## src/rtl/pipe_hazard_ctrl.sv

```systemverilog
// Central stall/flush controller for a five-stage pipeline: data-memory wait with timeout,
// multi-cycle EX busy, EX redirect and load-use hazards, plus a saturating stall counter.
module pipe_hazard_ctrl #(
  parameter int unsigned TIMEOUT = 16,
  parameter int unsigned CNT_W   = 32
) (
  input  logic             clk,
  input  logic             rst,
  input  logic [4:0]       id_rs1_raddr_i,
  input  logic             id_rs1_re_i,
  input  logic [4:0]       id_rs2_raddr_i,
  input  logic             id_rs2_re_i,
  input  logic             ex_is_load_i,
  input  logic [4:0]       ex_reg_waddr_i,
  input  logic             ex_jump_i,
  input  logic             ex_busy_i,
  input  logic             mem_req_i,
  input  logic             mem_ack_i,
  output logic             pc_stall_o,
  output logic             if_id_stall_o,
  output logic             if_id_flush_o,
  output logic             id_ex_stall_o,
  output logic             id_ex_flush_o,
  output logic             ex_mem_stall_o,
  output logic             ex_mem_flush_o,
  output logic             mem_wb_flush_o,
  output logic             bus_err_o,
  output logic [CNT_W-1:0] stall_cnt_o
);

  localparam int unsigned WaitW = (TIMEOUT > 2) ? $clog2(TIMEOUT) : 1;
  localparam logic [WaitW-1:0] WaitLast = WaitW'(TIMEOUT - 1);

  typedef enum logic {StRun, StMemWait} state_e;

  state_e           state_q, state_d;
  logic [WaitW-1:0] wait_cnt_q, wait_cnt_d;
  logic [CNT_W-1:0] stall_cnt_q;

  logic wait_last, mem_hold, timeout, load_use;

  always_comb begin
    wait_last = (state_q == StMemWait) && (wait_cnt_q == WaitLast);
    mem_hold  = ((state_q == StRun) && mem_req_i && !mem_ack_i) ||
                ((state_q == StMemWait) && !mem_ack_i && !wait_last);
    timeout   = wait_last && !mem_ack_i;
    load_use  = ex_is_load_i && (ex_reg_waddr_i != 5'd0) &&
                ((id_rs1_re_i && (id_rs1_raddr_i == ex_reg_waddr_i)) ||
                 (id_rs2_re_i && (id_rs2_raddr_i == ex_reg_waddr_i)));
  end

  // Next-state: mem_req_i is only looked at in StRun.
  always_comb begin
    state_d    = state_q;
    wait_cnt_d = wait_cnt_q;
    unique case (state_q)
      StRun: begin
        if (mem_req_i && !mem_ack_i) begin
          state_d    = StMemWait;
          wait_cnt_d = '0;
        end
      end
      StMemWait: begin
        if (mem_ack_i || wait_last) begin
          state_d = StRun;
        end else begin
          wait_cnt_d = wait_cnt_q + WaitW'(1);
        end
      end
      default: state_d = StRun;
    endcase
  end

  // Fixed-priority stall/flush decode; everything is forced low during reset.
  always_comb begin
    pc_stall_o     = 1'b0;
    if_id_stall_o  = 1'b0;
    if_id_flush_o  = 1'b0;
    id_ex_stall_o  = 1'b0;
    id_ex_flush_o  = 1'b0;
    ex_mem_stall_o = 1'b0;
    ex_mem_flush_o = 1'b0;
    mem_wb_flush_o = 1'b0;
    bus_err_o      = 1'b0;
    if (!rst) begin
      if (mem_hold) begin
        pc_stall_o     = 1'b1;
        if_id_stall_o  = 1'b1;
        id_ex_stall_o  = 1'b1;
        ex_mem_stall_o = 1'b1;
        mem_wb_flush_o = 1'b1;
      end else if (timeout) begin
        bus_err_o      = 1'b1;
        mem_wb_flush_o = 1'b1;
      end else if (ex_busy_i) begin
        pc_stall_o     = 1'b1;
        if_id_stall_o  = 1'b1;
        id_ex_stall_o  = 1'b1;
        ex_mem_flush_o = 1'b1;
      end else if (ex_jump_i) begin
        if_id_flush_o  = 1'b1;
        id_ex_flush_o  = 1'b1;
      end else if (load_use) begin
        pc_stall_o     = 1'b1;
        if_id_stall_o  = 1'b1;
        id_ex_flush_o  = 1'b1;
      end
    end
  end

  always_ff @(posedge clk) begin
    if (rst) begin
      state_q     <= StRun;
      wait_cnt_q  <= '0;
      stall_cnt_q <= '0;
    end else begin
      state_q    <= state_d;
      wait_cnt_q <= wait_cnt_d;
      if (pc_stall_o && !(&stall_cnt_q)) begin
        stall_cnt_q <= stall_cnt_q + CNT_W'(1);
      end
    end
  end

  assign stall_cnt_o = stall_cnt_q;

endmodule

```

## config.mk

```make
export PLATFORM = sky130hd
export DESIGN_NAME = pipe_hazard_ctrl
export DESIGN_NICKNAME = d
export VERILOG_FILES = /design/src/rtl/pipe_hazard_ctrl.sv
export SDC_FILE = /design/constraint.sdc
export NUM_CORES = 1
export LEC_CHECK = 0
export ABC_CLOCK_PERIOD_IN_PS = 2700
export CAP_MARGIN = 20
export CORE_MARGIN = 4
export CORE_UTILIZATION = 35
export CTS_CLUSTER_DIAMETER = 200
export DETAILED_ROUTE_END_ITERATION = 8
export SYNTH_ARGS = -nofsm -noshare
export SYNTH_HDL_FRONTEND = slang
export SYNTH_SLANG_ARGS = --single-unit
```

## constraint.sdc

```tcl
create_clock -name clk -period 2.7 [get_ports clk]
set_input_delay 0.54 -clock clk [delete_from_list [all_inputs] [get_ports clk]]
set_output_delay 0.54 -clock clk [all_outputs]
set_load 0.01 [all_outputs]
```

After elaboration in Yosys (flattened, before gate mapping)
Cells that the tools add are included.

operators by class
  $add $sub $neg = 2
  multiply operators = 0
  div/mod/pow operators = 0
  $lt $le $gt $ge = 0
  eq/ne operators = 5
  shift-type cells = 0
  multiplexer cells = 35
  bitwise logic cells = 1
  reductions and logical operators = 21

operators with widths
  operator                 number
  $add A32 B1 Y32 const B  1
  $reduce_and A32 Y1       1
  $mux W1                  31
  $logic_and A1 B1 Y1      12
  $eq A5 B5 Y1             2
  $mux W4                  2
  $pmux W4 S2              1
  $reduce_bool A5 Y1       1
  $add A4 B1 Y4 const B    1
  $eq A4 B4 Y1 const B     1
  $logic_not A1 Y1         3
  $logic_or A1 B1 Y1       3
  $ne A2 B1 Y1 const B     1
  $ne A2 B2 Y1 const B     1
  $pmux W1 S2              1
  $reduce_and A2 Y1        1
  $not A1 Y1               1

storage, ports and cells
  bits in registers = 37
  latch bits = 0
  RAM bits = 0
  memory bits (read-only) = 0
  input port bits = 24
  output and inout port bits = 41
  logic and storage cells = 67
  memories kept = 0

Depth between registers and ports, before layout
Gate-level depths: netlist (run 1).

  depth after elaboration = 11
  mapped depth = 9
  depth with buffers taken out = 8

Worst setup path before layout (run 1)
OpenSTA, ideal clock, no wires.

  kind = input -> output
  start point = input ex_reg_waddr_i[1]
  end point = output pc_stall_o
  arrival time = 1885 ps
  required time = 2160 ps
  setup slack = 275 ps
  cell stages on the path = 7
  buffers on the path = 2
  cell sequence = or4_1 -> o21ai_1 -> or4_1 -> o21ba_2 -> buf_2 -> inv_1 -> buf_4

between the ends
  longest elaborated chain between the ends = 10
  elaborated cells on any way between the ends = 14
  those cells by class = eq/ne: 2; mux: 6; reduce/logical: 6

ends and longest elaborated chain
  element                                        line    source
  from (decl)                                    14      input logic [4:0] ex_reg_waddr_i,
  $eq A5 B5 Y1, on equally long branches         48, 49
  $logic_and A1 B1 Y1, on equally long branches  48, 49
  $logic_or A1 B1 Y1                             48      ((id_rs1_re_i && (id_rs1_raddr_i == ex_reg_waddr_i)) ||
  $logic_and A1 B1 Y1 (*)                        47      load_use = ex_is_load_i && (ex_reg_waddr_i != 5'd0) &&
  $mux W1 (*) (6 in series)                      --
  to (decl)                                      19      output logic pc_stall_o,

Every way passes the cells marked *; elsewhere a longest branch is shown, timed or not.

Worst setup path in the final report (run 1)
  start point = input id_rs2_raddr_i[3]
  end point = output id_ex_flush_o

between the ends
  longest elaborated chain between the ends = 10

ends and longest elaborated chain
  element              line  source
  from (decl)          11    input logic [4:0] id_rs2_raddr_i,
  $eq A5 B5 Y1         49    (id_rs2_re_i && (id_rs2_raddr_i == ex_reg_waddr_i)));
  $logic_and A1 B1 Y1  49
  $logic_or A1 B1 Y1   48
  $logic_and A1 B1 Y1  47
  $mux W1              103   end else if (load_use) begin
  $mux W1              100   end else if (ex_jump_i) begin
  $mux W1              95    end else if (ex_busy_i) begin
  $mux W1              92    end else if (timeout) begin
  $mux W1              86    if (mem_hold) begin
  $mux W1              85    if (!rst) begin
  to (decl)            23    output logic id_ex_flush_o,

Every way passes these cells.

==> results of run 1 <==
[logic make-up (layout without fill, tap and decap cells)]
group | count (synthesis) | in the layout | share of synthesized area [%]
flops | 37 | 37 | 34.42
xor+xnor | 39 | 39 | 15.87
fa+ha+maj | 2 | 2 | 1.163
buf+inv | 14 | 92 | 3.546
simple gates | 139 | 139 | 38.31
mux | 2 | 2 | 0.9303
compound gates | 18 | 18 | 5.756
[repair_timing]
action                     in CTS  in global routing
pin swaps                       3                  4
buffers inserted                0                  0
setup endpoints to repair       6                  5
resized for setup              23                  9
hold buffers                    0                  0
[per-layer routing]
layer  GRT usage [%]  vias to the layer above
met2           23.78                       70
met1           18.98                      945
met5               0                        -
met3           4.943                       12
met4           6.516                        0
li1                -                     1042
[path summary, 6_finish.rpt]
check | slack [ns] | to | cells after the start | startpoint
worst max register to register | 0.25 | stall_cnt_o[31] | 9 | wait_cnt_q[0]
worst min-delay path | 0.51 | stall_cnt_o[31] | 1 | stall_cnt_o[31]
worst max-delay path | 0.09 | id_ex_flush_o | 8 | id_rs2_raddr_i[3]
worst min register to register | 0.51 | stall_cnt_o[31] | 1 | stall_cnt_o[31]
[worst reg2reg max path, delay by kind of cell (launching register included)]
family,cells,cell delay [ns]
and+or+nand+nor,5,1.14
DFF,1,0.32
buffers and inverters,1,0.26
AOI/OAI and AO/OA,1,0.25
adders and majority gates,1,0.23
muxes,1,0.14
[final cells by class]
type	instances	area, µm²
fill	600	2869
multi-input combinational	200	1364
timing repair buffer	83	768.2
sequential	37	740.7
tap	75	93.84
clock buffer	7	86.33
clock inverter	1	30.03
inverter	1	3.754
[state kept, by name (all words and copies together), names as in the netlist]
register and flops:
stall_cnt_o 32, state_q 1, wait_cnt_q 4
[power groups by stage]
| stage | Sequential (mW) | Clock (mW) | Combinational (mW) |
|---|---|---|---|
| 2_1_floorplan | 0.568 | 0 | 0.0605 |
| 3_3_place_gp | 0.567 | 0 | 0.142 |
| 3_5_place_dp | 0.567 | 0 | 0.144 |
| 4_1_cts | 0.555 | 0.516 | 0.141 |
| 5_1_grt | 0.556 | 0.543 | 0.151 |
| 6_report | 0.555 | 0.503 | 0.140 |
[synthesized netlist by cell type, types with 2 or more instances]
library cell               number  area (µm²)
sky130_fd_sc_hd__nor2_1        41       153.9
sky130_fd_sc_hd__dfxtp_1       37       740.7
sky130_fd_sc_hd__xnor2_1       29       254.0
sky130_fd_sc_hd__nor3_1        17       85.08
sky130_fd_sc_hd__nand3_1       13       65.06
sky130_fd_sc_hd__nand4_1       13       81.33
sky130_fd_sc_hd__nand2_1       11       41.29
sky130_fd_sc_hd__xor2_1        10       87.58
sky130_fd_sc_hd__nor4_2         7       87.58
sky130_fd_sc_hd__and3_1         6       37.54
sky130_fd_sc_hd__a21oi_1        5       25.02
sky130_fd_sc_hd__and2_1         4       25.02
sky130_fd_sc_hd__and4_1         4       35.03
sky130_fd_sc_hd__buf_2          4       20.02
sky130_fd_sc_hd__clkbuf_1       4       15.01
sky130_fd_sc_hd__nand2b_1       4       25.02
sky130_fd_sc_hd__nor4b_2        4       60.06
sky130_fd_sc_hd__nor3_2         3       30.03
sky130_fd_sc_hd__nor4_1         3       18.77
sky130_fd_sc_hd__a211oi_1       2       15.01
sky130_fd_sc_hd__buf_1          2       7.510
sky130_fd_sc_hd__buf_6          2       22.52
sky130_fd_sc_hd__ha_1           2       25.02
sky130_fd_sc_hd__mux2i_1        2       20.02
sky130_fd_sc_hd__nor2b_1        2       12.51
sky130_fd_sc_hd__nor3b_1        2       15.01
sky130_fd_sc_hd__o21ai_0        2       10.01
sky130_fd_sc_hd__o21ba_2        2       20.02
sky130_fd_sc_hd__or4_1          2       15.01
==> key figures, run 1 <==
Clocking
  • CTS tree: built
  • Buffer depth of the longest clock path: 2
  • Total clock buffers created by CTS: 5
  • Clk Latency, worst-skew pair: around 0.30 ns
  • Clock Sink Count: 37
  • H-tree depth: 2
  • Cell at the root of the clock tree: sky130_fd_sc_hd__clkbuf_8
  • Clock-pin transition on the worst setup and hold timing paths: ~0.07 ns

Floorplanning
  • Vertical die dimension: between 80 and 90 µm
  • Die Wd: roughly 86 µm
  • Placement Rows: 28
  • Total I/O pin count: 65
  • Die outline area: approximately 7500 µm²
  • Core Box Area: slightly below 6000 µm²
  • Starting density of the core: between 30 and 40%

Logic synthesis
  • Most instantiated flip-flop cell in the synthesis netlist: sky130_fd_sc_hd__dfxtp_1
  • Count of flip-flops with a built-in enable after synthesis: 0
  • Number of nets in the synthesized netlist: 277
  • Avg Synthesized Cell Area: about 8.6 µm²
  • Post-synth ARST share: 0%
  • Gate count of the mapped netlist: 251
  • Number of distinct standard cells referenced by the synthesized netlist: 41
  • Number of warning messages in the yosys log: 0
  • Post-synthesis instance area: around 2200 µm²
  • Part of the Yosys area used for sequential elements: approximately 34%
  • Count of state elements after synthesis: 37

Global route
  • Global route total overflow: 0
  • Largest net degree at the start of global routing: 34
  • Number of antenna violations at the first check in global routing: 0
  • Global-route wire length before repair: 9108 µm
  • Overall track demand over capacity in global routing: 15.15%
  • Vias in the first global route: about 1900

Timing
  • Slew Viols, Final: 0
  • Final setup viols: 0
  • Minimum clock period after layout: 2.614 ns
  • Worst Setup Slack, final: 0.08574 ns
  • Final clock skew: between 0.008 and 0.009 ns
  • Achievable Freq: between 300 and 400 MHz
  • Final hold slack: 0.5123 ns
  • Number of failing hold endpoints at the final stage: 0
  • Setup TNS after final layout: 0 ns
  • Worst slew pin tran: 0.5586 ns
  • Share of the clock period used by the worst path: 96.82%
  • RSZ-0062 raised after global routing: no
  • Worst max-slew margin expressed relative to the limit: around 62%

Drt
  • Highest routed metal layer: met4
  • Sum of met2 wire segment lengths after detailed routing: 2553 µm
  • Number of design-rule violations left by the first detailed-router iteration: 86
  • Post-detailed-routing wire length: between 5000 and 6000 µm
  • Average via count per standard cell: 5.121
  • Length of routed met3 wiring: 439 µm
  • Number of search-and-repair iterations in the first detailed-routing pass: 6
  • Number of antenna-violating nets in the routed design: 0
  • DR DRC count: 0
  • DRT met1 WL: around 2400 µm
  • Routed wire length per instance: between 10 and 15 µm
  • Routed via count: a little over 2000

Power and ir drop
  • Total power consumption of the routed design: roughly 1.2 mW
  • Internal portion of total power: 0.9238 mW
  • Leakage power total: ~1.1 nW
  • Share of total power in the clock network: between 40% and 50%
  • Worst IR drop on VDD: between 0.0002 and 0.00025 V
  • Power per cell area: between 300 and 400 nW/µm²
  • Switching Power: 0.2730 mW
  • Reg power frac: a little under half
  • Fraction of power consumed by combinational cells: between 10% and 20%
  • Net Sw Frac: 22.81%

Place
  • Weighted congestion reported at the end of routability-driven placement: 0.8206
  • Placed standard-cell area: roughly 3000 µm²
  • Worst setup slack before clock tree synthesis: -0.4437 ns
  • Number of placed instances, taps included: between 300 and 400
  • Total half-perimeter wirelength after legalization and detailed placement: between 4000 and 5000 µm
  • Port Buf Inserts: between 60 and 70

Cells and area
  • Utilization after layout: between 50% and 60%
  • Post-layout nets: 354
  • Final cell area excluding filler cells: a little over 3000 µm²
  • Leading cell type in the layout, fill and taps excluded: sky130_fd_sc_hd__clkdlybuf4s50_1
  • Most frequent cells in the layout: sky130_fd_sc_hd__clkdlybuf4s50_1 (49), sky130_fd_sc_hd__nor2_1 (40), sky130_fd_sc_hd__dfxtp_1 (37), sky130_fd_sc_hd__xnor2_1 (29), sky130_fd_sc_hd__buf_4 (19)
  • Share of layout cells above drive strength 1: approximately 16%
  • P&R area growth vs syn: 43.43%
  • Diodes inserted: 0
  • Number of non-filler instances in the completed layout: 404

Critical path
  • Worst Path Max Fanout: 2
  • Worst Path Buf+Inv: 3
  • CP Data Arrival Time: 2.07 ns
  • Cell chain of the critical path: clkdlybuf4s50_1, xor2_1, nor4_2, a32oi_1, buf_4, nor2_4, o21a_1, buf_2
  • Kind of end point of the critical path: output port
  • Required arrival time at the worst endpoint: between 2 and 2.5 ns
  • Critical Path Max Stage Delay: about 0.5 ns
  • Worst path top cell family by delay: buffers and inverters
  • Critical path launch point type: primary input
  • Cell with the largest stage delay on the worst path: sky130_fd_sc_hd__clkdlybuf4s50_1
  • Start-to-end type of the worst setup path: in -> out

Flow run
  • Max Cap Violations: 0

Hold path
  • Class of the most critical hold timing path: reg -> reg

Status
  • Status: completed
Note: power is estimated with default switching activity, not from simulation.
==> inputs of run 2 (changes only) <==
--- a/config.mk
+++ b/config.mk
@@ -6,11 +6,11 @@
 export NUM_CORES = 1
 export LEC_CHECK = 0
 export ABC_CLOCK_PERIOD_IN_PS = 2700
-export CAP_MARGIN = 20
 export CORE_MARGIN = 4
-export CORE_UTILIZATION = 35
+export CORE_UTILIZATION = 40
 export CTS_CLUSTER_DIAMETER = 200
 export DETAILED_ROUTE_END_ITERATION = 8
+export PLACE_DENSITY = 0.7
 export SYNTH_ARGS = -nofsm -noshare
 export SYNTH_HDL_FRONTEND = slang
 export SYNTH_SLANG_ARGS = --single-unit
==> run 2 against run 1 <==
  * Non-clock buffer count shrank 1
  * Maximum frequency grew 2.5%
  * Sequential share of layout area up 0.43 points
  * First-iteration DRC count shrank 29%
  * Critical path depth shrank 1
  * Register-to-register slack improved by 0.03 ns
  * Largest cell class unchanged
  * Total power decreased by 11%
  * Global-route usage is 1.6 points higher
  * Final cell count decreased by 1.5%
  * Die area shrank 11%
  * Combinational power is essentially flat
==> key figures, run 2 (synthesis gave the netlist of run 1 again) <==
Status
  • Status: completed

Place
  • Total half-perimeter wirelength after legalization and detailed placement: 3957 µm
  • Port Buf Inserts: 64
  • Weighted congestion reported at the end of routability-driven placement: a little over 0.8
  • Number of placed instances, taps included: between 300 and 400
  • Worst setup slack before clock tree synthesis: -0.4365 ns

Power and ir drop
  • Total power consumption of the routed design: ~1.1 mW
  • Worst IR drop on VDD: around 0.00018 V
  • Power per cell area: 350.1 nW/µm²
  • Leakage power total: a little over 1 nW

Critical path
  • Critical path launch point type: primary input
  • Worst Path Max Fanout: 3
  • Start-to-end type of the worst setup path: in -> out
  • Required arrival time at the worst endpoint: roughly 2.2 ns
  • Kind of end point of the critical path: output port
  • Timing startpoint of the critical path: id_rs1_raddr_i[1]
  • Critical Path Max Stage Delay: roughly 0.42 ns
  • CP Data Arrival Time: roughly 2 ns
  • Launch instance of the worst register-to-register path: wait_cnt_q[0]
  • Cell with the largest stage delay on the worst path: sky130_fd_sc_hd__clkdlybuf4s50_1
  • Cell chain of the critical path: clkdlybuf4s50_1, xor2_1, nor4_1, a32oi_1, o21ba_4, inv_2, clkbuf_2

Floorplanning
  • Placement Rows: 26
  • Core Box Area: 5172 µm²
  • Total I/O pin count: 65
  • Die Wd: between 80 and 90 µm
  • Vertical die dimension: about 81 µm
  • Starting density of the core: 41.61%
  • Die outline area: about 6600 µm²

Timing
  • RSZ-0062 raised after global routing: no
  • Final setup viols: 0
  • Worst Setup Slack, final: 0.1490 ns
  • Number of failing hold endpoints at the final stage: 0
  • Slew Viols, Final: 0
  • Minimum clock period after layout: about 2.6 ns
  • Share of the clock period used by the worst path: between 90 and 100%
  • Worst slew pin tran: 0.5723 ns
  • Final clock skew: 0.002088 ns
  • Worst max-slew margin expressed relative to the limit: between 60% and 70%
  • Achievable Freq: between 300 and 400 MHz

Global route
  • Global route total overflow: 0
  • Vias in the first global route: between 1500 and 2000
  • Number of antenna violations at the first check in global routing: 0
  • Largest net degree at the start of global routing: 39
  • Overall track demand over capacity in global routing: ~17%
  • Global-route wire length before repair: 8825 µm

Cells and area
  • Most frequent cells in the layout: sky130_fd_sc_hd__clkdlybuf4s50_1 (50), sky130_fd_sc_hd__nor2_1 (41), sky130_fd_sc_hd__dfxtp_1 (37), sky130_fd_sc_hd__xnor2_1 (29)
  • Leading cell type in the layout, fill and taps excluded: sky130_fd_sc_hd__clkdlybuf4s50_1
  • Flip-flop count of the largest register, all copies and words added: 32
  • Post-layout nets: about 350
  • Number of non-filler instances in the completed layout: 398
  • Diodes inserted: 0
  • Share of layout cells above drive strength 1: approximately 15%
  • P&R area growth vs syn: 40.93%

Hold path
  • Origin of the worst min-delay path: stall_cnt_o[31]
  • Class of the most critical hold timing path: reg -> reg

Clocking
  • Clock Sink Count: 37
  • Hold bufs inserted after CTS: 0
  • H-tree depth: 2
  • Buffer depth of the longest clock path: 2
  • Clock-pin transition on the worst setup and hold timing paths: about 0.07 ns
  • Clk Latency, worst-skew pair: 0.28 ns
  • Cell at the root of the clock tree: sky130_fd_sc_hd__clkbuf_8
  • CTS tree: built
  • Total clock buffers created by CTS: 5

Drt
  • Routed via count: a little over 2000
  • Routed wire length per instance: approximately 13 µm
  • Number of search-and-repair iterations in the first detailed-routing pass: 4
  • DR DRC count: 0
  • Post-detailed-routing wire length: roughly 5200 µm
  • Number of design-rule violations left by the first detailed-router iteration: 61
  • Average via count per standard cell: approximately 5
  • Number of antenna-violating nets in the routed design: 0

Flow run
  • Max Cap Violations: 0
[run 2: final cells by class]
cell class	instances	area [µm²]
fillers	490	2140
clock buffers	6	72.57
well taps	70	87.58
inverters	1	3.754
flip-flops and latches	37	740.7
multi-input cells	200	1354
repair buffers	82	764.5
clock inverters	2	10.01
[run 2: final timing paths]
| check | depth (start not counted) | to | slack, ns |
|---|---|---|---|
| worst min register to register | 1 | stall_cnt_o[31] | 0.51 |
| worst max register to register | 9 | stall_cnt_o[28] | 0.28 |
| worst min-delay path | 1 | stall_cnt_o[31] | 0.51 |
| worst max-delay path | 7 | if_id_stall_o | 0.15 |
[run 2: metrics by stage]
stage	utilization [%]	area, µm²	hold WS [ns]	TNS (ns)
after floorplan	-	2152	0.4753	0
after global routing	58.64	3033	0.5334	0
after CTS	58.56	3029	0.5104	0
final	58.64	3033	0.5080	0
after detailed placement	56.99	2948	0.4840	-5.797
after global placement	56.99	2948	0.4824	-4.898
[run 2: power breakdown]
part	total [mW]	leakage (nW)	internal [mW]	switching [mW]
Sequential	0.555	0.298	0.549	0.00544
Clock	0.371	0.0450	0.179	0.192
Combinational	0.137	0.688	0.0724	0.0642
[run 2: layer usage]
metal	track usage [%]	part of all wire [%]
met1	19.28	44
met2	29.89	48
met3	5.100	7.4
met4	4.561	0.75
met5	0	0
[run 2: timing repair]
item                                    in CTS  in global routing
resized for setup                           19                  8
gates cloned                                 0                  0
setup buffers                                1                  0
endpoints found under the setup margin       8                  4
pin swaps                                    3                  3
[run 2: worst max-delay path, delay by kind of cell]
family                 cells  cell delay (ns)
AO/OA/AOI/OAI              2             0.40
AND/OR/NAND/NOR            1             0.27
XOR/XNOR                   1             0.15
buffers and inverters      3             0.65
